**src/rtl/regfile_mp.sv**
```systemverilog
// Multi-port register file: 2 combinational reads, 2 synchronous writes, pending-write scoreboard.
// Optional same-cycle write forwarding to the read ports via REGFILE_BYPASS_EN.
module regfile_mp #(
  parameter int unsigned width     = 32,
  parameter int unsigned addr_bits = 5,
  parameter bit          zero_reg  = 1'b1
) (
  input  logic                 clk,
  input  logic                 reset,
  input  logic [addr_bits-1:0] A_addr,
  input  logic [addr_bits-1:0] B_addr,
  output logic [width-1:0]     A_data,
  output logic [width-1:0]     B_data,
  output logic                 A_busy,
  output logic                 B_busy,
  input  logic [addr_bits-1:0] W0_addr,
  input  logic [addr_bits-1:0] W1_addr,
  input  logic [width-1:0]     W0_data,
  input  logic [width-1:0]     W1_data,
  input  logic                 W0_enable,
  input  logic                 W1_enable,
  input  logic                 iss_enable,
  input  logic [addr_bits-1:0] iss_addr,
  output logic [addr_bits:0]   busy_count
);

  localparam int unsigned Depth = 1 << addr_bits;
  localparam int unsigned CntW  = addr_bits + 1;

  logic [width-1:0]     mem_q [Depth];
  logic [width-1:0]     mem_d [Depth];
  logic [Depth-1:0]     busy_q, busy_d;
  logic [addr_bits:0]   count_q, count_d;

  logic [addr_bits-1:0] rd_addr [2];
  logic [width-1:0]     rd_data [2];
  logic                 rd_busy [2];

  // W1 is applied after W0 so it wins a same-address collision; issue is applied last so it
  // wins over a same-cycle write to the same register.
  always_comb begin
    mem_d  = mem_q;
    busy_d = busy_q;
    if (W0_enable) begin
      mem_d[W0_addr]  = W0_data;
      busy_d[W0_addr] = 1'b0;
    end
    if (W1_enable) begin
      mem_d[W1_addr]  = W1_data;
      busy_d[W1_addr] = 1'b0;
    end
    if (iss_enable) begin
      busy_d[iss_addr] = 1'b1;
    end
    if (zero_reg) begin
      mem_d[0]  = '0;
      busy_d[0] = 1'b0;
    end
    count_d = '0;
    for (int i = 0; i < Depth; i++) begin
      count_d = count_d + CntW'(busy_d[i]);
    end
  end

  always_ff @(posedge clk or negedge reset) begin
    if (!reset) begin
      for (int i = 0; i < Depth; i++) begin
        mem_q[i] <= '0;
      end
      busy_q  <= '0;
      count_q <= '0;
    end else begin
      mem_q   <= mem_d;
      busy_q  <= busy_d;
      count_q <= count_d;
    end
  end

  assign rd_addr[0] = A_addr;
  assign rd_addr[1] = B_addr;

`ifdef REGFILE_BYPASS_EN
  logic wr_hit;
`endif

  always_comb begin
`ifdef REGFILE_BYPASS_EN
    wr_hit = 1'b0;
`endif
    for (int p = 0; p < 2; p++) begin
      rd_data[p] = mem_q[rd_addr[p]];
      rd_busy[p] = busy_q[rd_addr[p]];
`ifdef REGFILE_BYPASS_EN
      wr_hit = (W0_enable && W0_addr == rd_addr[p]) || (W1_enable && W1_addr == rd_addr[p]);
      if (W1_enable && W1_addr == rd_addr[p]) begin
        rd_data[p] = W1_data;
      end else if (W0_enable && W0_addr == rd_addr[p]) begin
        rd_data[p] = W0_data;
      end
      if (wr_hit && !(iss_enable && iss_addr == rd_addr[p])) begin
        rd_busy[p] = 1'b0;
      end
`endif
      if ((zero_reg && rd_addr[p] == '0) || !reset) begin
        rd_data[p] = '0;
        rd_busy[p] = 1'b0;
      end
    end
  end

  assign A_data     = rd_data[0];
  assign B_data     = rd_data[1];
  assign A_busy     = rd_busy[0];
  assign B_busy     = rd_busy[1];
  assign busy_count = reset ? count_q : '0;

endmodule

```
**config.mk**
```make
export PLATFORM = sky130hd
export DESIGN_NAME = regfile_mp
export DESIGN_NICKNAME = d
export VERILOG_FILES = /design/src/rtl/regfile_mp.sv
export SDC_FILE = /design/constraint.sdc
export NUM_CORES = 2
export LEC_CHECK = 0
export ABC_AREA = 1
export CAP_MARGIN = 0
export CORE_AREA = 4 4 529 531
export CTS_BUF_LIST = sky130_fd_sc_hd__clkbuf_8
export CTS_CLUSTER_DIAMETER = 120
export DETAILED_ROUTE_END_ITERATION = 10
export DIE_AREA = 0 0 533 535
export GPL_ROUTABILITY_DRIVEN = 0
export MAX_ROUTING_LAYER = met4
export PLACE_DENSITY_LB_ADDON = 0.08
export SYNTH_ARGS = -nofsm -noshare
export SYNTH_HDL_FRONTEND = slang
export SYNTH_SLANG_ARGS = --single-unit
```
**constraint.sdc**
```tcl
create_clock -name clk -period 5.1 [get_ports clk]
set_input_delay 1.02 -clock clk [delete_from_list [all_inputs] [get_ports clk]]
set_output_delay 1.02 -clock clk [all_outputs]
set_load 0.02 [all_outputs]
```
# == Word level (Yosys, flattened, before mapping) ==
# Cells that the tools add are included.
# Widths: inputs -> output; s select.
# op_classes
addsub,30
magnitude_cmp,14
mux,32
bitwise,9
n_reduce_logical,10
# ops
cell,count
$bwmux 1024,2
$mux 1024,1
$mux 992,1
$mux 32,11
$bmux 32 s5,2
$demux 32 s5,2
$add 6x1->6,25
$and 32x32->32,2
$not 32->32,2
$or 32x32->32,1
$lt 5x6->1 const B,5
$ge 6x6->1 const B,4
$not 5->6,4
$demux 1 s5,3
$ge 5x1->1 const B,3
$lt 6x1->1 const B,2
$bmux 1 s5,2
$logic_not 5->1,2
$mux 1,7
$add 5x1->6,1
$mux 6,1
$add 4x1->5,1
$logic_and 1x1->1,5
$add 3x1->4,1
other kinds (4),5
# word_totals
register_bits,1029
output_inout_bits,72
word_cells,128

# == Depth between registers and ports, before layout ==
# logic_depth
ltp_word,41
ltp_mapped,25
mapped_depth_nobuf,24

# == Worst setup path before layout ==
# OpenSTA, ideal clock, no wires.
# synth_path
path_type,input to register
startpoint,input port W1_enable
endpoint,register count_q[4]
setup_time_ps,80
t_arrival_ps,6448
required_ps,5020
setup_slack_ps,-1428
stages,22
n_path_buf,3
path_cell_list,buf_2 -> nand2_1 -> inv_1 -> nand2_1 -> clkbuf_1 -> clkbuf_1 -> nand3_1 -> o21ai_0 -> fa_1 -> inv_1 -> fa_1 -> fa_1 -> inv_1 -> fa_1 -> fa_1 -> fa_1 -> fa_1 -> fa_1 -> a21oi_1 -> nor2_1 -> nor2_1 -> xnor2_1
# synth_via
word_cells_on_any_way,33
# synth_lines
item,line_no,source
from (decl),21,"input logic W1_enable,"
$mux 32 *,48,if (W1_enable) begin
$or 32x32->32 (no source line),-,
$mux 32 *,52,if (iss_enable) begin
via busy_d[10],32,"logic [Depth-1:0] busy_q, busy_d;"
$add 6x1->6 * (22 in a row),61,count_d = count_d + CntW'(busy_d[i]);
via count_d[4],33,"logic [addr_bits:0] count_q, count_d;"
to (signal assigned),75,count_q <= count_d;
to (decl),33,
# The timed path passes the listed nets; every way through them passes the cells marked *.

# == Worst setup path after layout ==
# layout_path
startpoint,input port W0_addr[4]
endpoint,register count_q[4]
# layout_via
word_cells_on_any_way,42
# layout_lines
item,line_no,source
from (decl),16,"input logic [addr_bits-1:0] W0_addr,"
$lt 5x6->1 (not written as such) / $ge 5x1->1 (equally long branches),46,busy_d[W0_addr] = 1'b0;
$logic_and 1x1->1 (not written as such),46,
$mux 1 (not written as such),46,
$demux 1 s5 *,46,
$not 32->32 (no source line) *,-,
$and 32x32->32 (no source line) *,-,
$mux 32 *,44,if (W0_enable) begin
$and 32x32->32 (no source line),-,
$mux 32 *,48,
$or 32x32->32 (no source line),-,
$mux 32 *,52,
via busy_d[12],32,
$add 6x1->6 * (20 in a row),61,
via count_d[4],33,
# Marked as above.

==> impl_metrics.csv <==
group,metric,value,unit
route,drtPass1Iterations,6,
final_layout,fin_cells,14500,
setup_path,r2r_end,"count_q[4]",
synth,ys_seq_area_share,37.5,%
power,p_leak,39.2,nW
setup_path,critPathKind,"in2reg",
timing,fin_crit_sh,105,%
outcome,status,"finished, violations left",
route,top_layer,"met4",
die,initial_core_util,24.9,%
route,drc,0,
timing,relSlewSlack,15.4,%
synth,synth.net_count,10700,
setup_path,cp-end-kind,"register",
clock_tree,root_buffer,"clkbuf_8",
route,wl_met1,208000,um
clock_tree,clk_latency,1040,ps
setup_path,rr_worst_depth,18,
setup_path,path_buf_inv,6,
global_route,track_usage,36.0,%
synth,yosysMostFrequentCell,"nand2_1",
clock_tree,clk_pin_slew_worst_paths,60,ps
power,peakVddDrop,0.746,mV
clock_tree,cts_tree,"done",
timing,rsz0062_at_grt,"true",
clock_tree,cts.sinks,1029,
outcome,failed_checks,"setup timing",
global_route,grt_pass1_wl,693000,um
setup_path,cpMaxStageDelayCell,"fa_1",
final_layout,num-fill-cells,30100,
synth,ys_async_sr_fraction,100,%
setup_path,ff2ff_setup_slack,-100,ps
global_route,antenna_found_initial,67,
setup_path,crit_path_cell_trace,"buf_2, buf_4, nor3_4, nand2_2, nand3_2, o21ai_4, inv_2, fa_1, inv_2, fa_1, inv_2, fa_1, inv_2, fa_1, fa_1, fa_1, fa_2, fa_2, a21oi_2, nor2_1, nor2_1, xnor2_1",
clock_tree,cts_buffers,217,
timing,clock_skew,33.6,ps
die,die-area,0.285,sq mm
timing,setup_ws,-274,ps
timing,hold_viol,0,
synth,yosys_warnings,0,
place,port_buffers,165,
die,core-area,0.276,sq mm
synth,ys.flop_type,"dfrtp_1",
route,via_count,83200,
synth,synth_area_leader_cell,"dfrtp_1",
route,routed_wl,516000,um
timing,holdWs,471,ps
setup_path,critPathArrivalTime,6310,ps
setup_path,crit_top_cell,"fa_1",
synth,syn_area_per_cell,6.49,sq um
timing,maxSlewViolCount,0,
power,power.total,33.9,mW
synth,syn_inst,10600,
synth,yosysUniqueCellTypes,29,
setup_path,crit_family,"adder cells",
route,vias_per_cell,5.75,
global_route,grt_pass1_vias,77100,
timing,worst_pin_slew,1270,ps
die,row_count,193,
setup_path,crit-reg2reg-launch,"busy_q[12]",
route,route.met2.wl,221000,um
synth,synth_edf_count,0,
synth,synth_area_leaders,"dfrtp_1, nand2_1, nand3_1",
run,maxCapViolations,0,
global_route,overflow,0,
final_layout,drive_gt1_share,11.3,%
final_layout,syn_to_final_growth,19.7,%
route,wl_per_cell,35.7,um
final_layout,nNetsFinal,10700,
place,dp_cells,14000,
die,die_x,533,um
global_route,grt_max_degree,132,
setup_path,crit_start,"W0_addr[4]",
route,wl_met3,55700,um
synth,synth_seq_cells,1029,
synth,synthesis.area,0.0686,sq mm
synth,synth_top_area_share,37.5,%
setup_path,start_kind,"input port",
die,die_h,535,um
setup_path,slowest_delay,610,ps
die,num_io_pins,166,
route,first_iter_violations,12900,
clock_tree,cts_buffer_depth,3,
setup_path,required,6030,ps
timing,max_freq,0.186,GHz
clock_tree,htree_levels,4,
synth,synthTopCellsByCount,"nand2_1, nand3_1, o21ai_0",
timing,setup_viol,4,
route,drt.antenna.violating_nets,0,
place,dpl.hpwl,302000,um
hold_path,hp-class,"in2async",
timing,period_minus_slack,5370,ps
setup_path,crit_path_max_fanout,7,
power,power_density,413,mW/mm^2
stage by stage:
stage | setup TNS (ps) | instance area [sq um] | setup slack, ps | utilization [%]
6_report | -951 | 82100 | -274 | 29.8
5_1_grt | -1370 | 82100 | -363 | 29.8
4_1_cts | -829 | 81900 | -324 | 29.7
3_5_place_dp | -10420 | 76900 | -1960 | 27.9
3_3_place_gp | -10270 | 76900 | -1960 | 27.9
2_1_floorplan | -4890 | 68800 | -1090 | -
cell usage in the layout, fill, tap and decap left out, types with 49 or more instances in the layout:
master	n
diode_2	55
buf_12	115
clkbuf_8	275
inv_2	49
a21oi_1	791
o211ai_1	347
nor2_1	883
nand3_1	1155
buf_4	511
dfrtp_1	1029
inv_1	1056
o22ai_1	379
o21ai_0	1115
nand2_1	2549
clkdlybuf4s50_1	76
worst max path at each step:
stage                 end  slack (ps)  cells past startpoint
2_1_floorplan  count_q[4]       -1090                     21
3_3_place_gp   count_q[4]       -1960                     24
3_5_place_dp   count_q[4]       -1960                     20
4_1_cts        count_q[4]        -320                     22
5_1_grt        count_q[4]        -360                     20
6_report       count_q[4]        -270                     22
power breakdown:
| part | switching (mW) | internal [mW] | total [mW] | leakage [nW] |
|---|---|---|---|---|
| clock | 4.58 | 4.89 | 9.47 | 2.54 |
| sequential | 1.43 | 10.4 | 11.9 | 12.2 |
| combinational | 7.61 | 5.01 | 12.6 | 24.5 |
| total | 13.6 | 20.3 | 33.9 | 39.2 |
per-layer routing:
metal	vias up	GRT usage, %
li1	34800	-
met1	41300	46.0
met4	0	19.3
met3	1264	8.75
met5	-	-
met2	5831	52.2
flip-flops by register name, summed over array words and instances (netlist names):
signal and cells:
busy_q 31, count_q 6, mem_q 992
cells by family (layout without fill, tap and decap cells):
family / after synthesis / count (layout) / share of synthesized area, %
AO/OA/AOI/OAI: 2692 / 2692 / 21.6
AND/OR/NAND/NOR: 4774 / 4774 / 28.6
buffers and inverters: 2040 / 2185 / 11.5
adder cells (fa/ha/maj): 30 / 30 / 0.799
other: 0 / 55 / 0
XOR/XNOR: 3 / 3 / 0.0383
flip-flops: 1029 / 1029 / 37.5
final cells by class:
type	instances	area, sq um	area share [%]
Inverter	1055	4060	4.94
Sequential cell	1029	25700	31.4
Timing Repair Buffer	746	7360	8.96
Clock inverter	110	558	0.679
Antenna cell	55	138	0.168
Tap cell	3705	4640	5.64
Clock buffer	274	3770	4.59
Multi-Input combinational cell	7499	35900	43.7
timing repair:
item                                    in CTS  in global routing
endpoints found under the setup margin       6                  5
hold buffers                                 1                  0
gates cloned                                 0                  0
pin swaps                                   49                 34
hold endpoints to repair                     5                  0
setup buffers                               34                 18
resized for setup                          196                 47
Note: power is estimated with default switching activity, not from simulation.
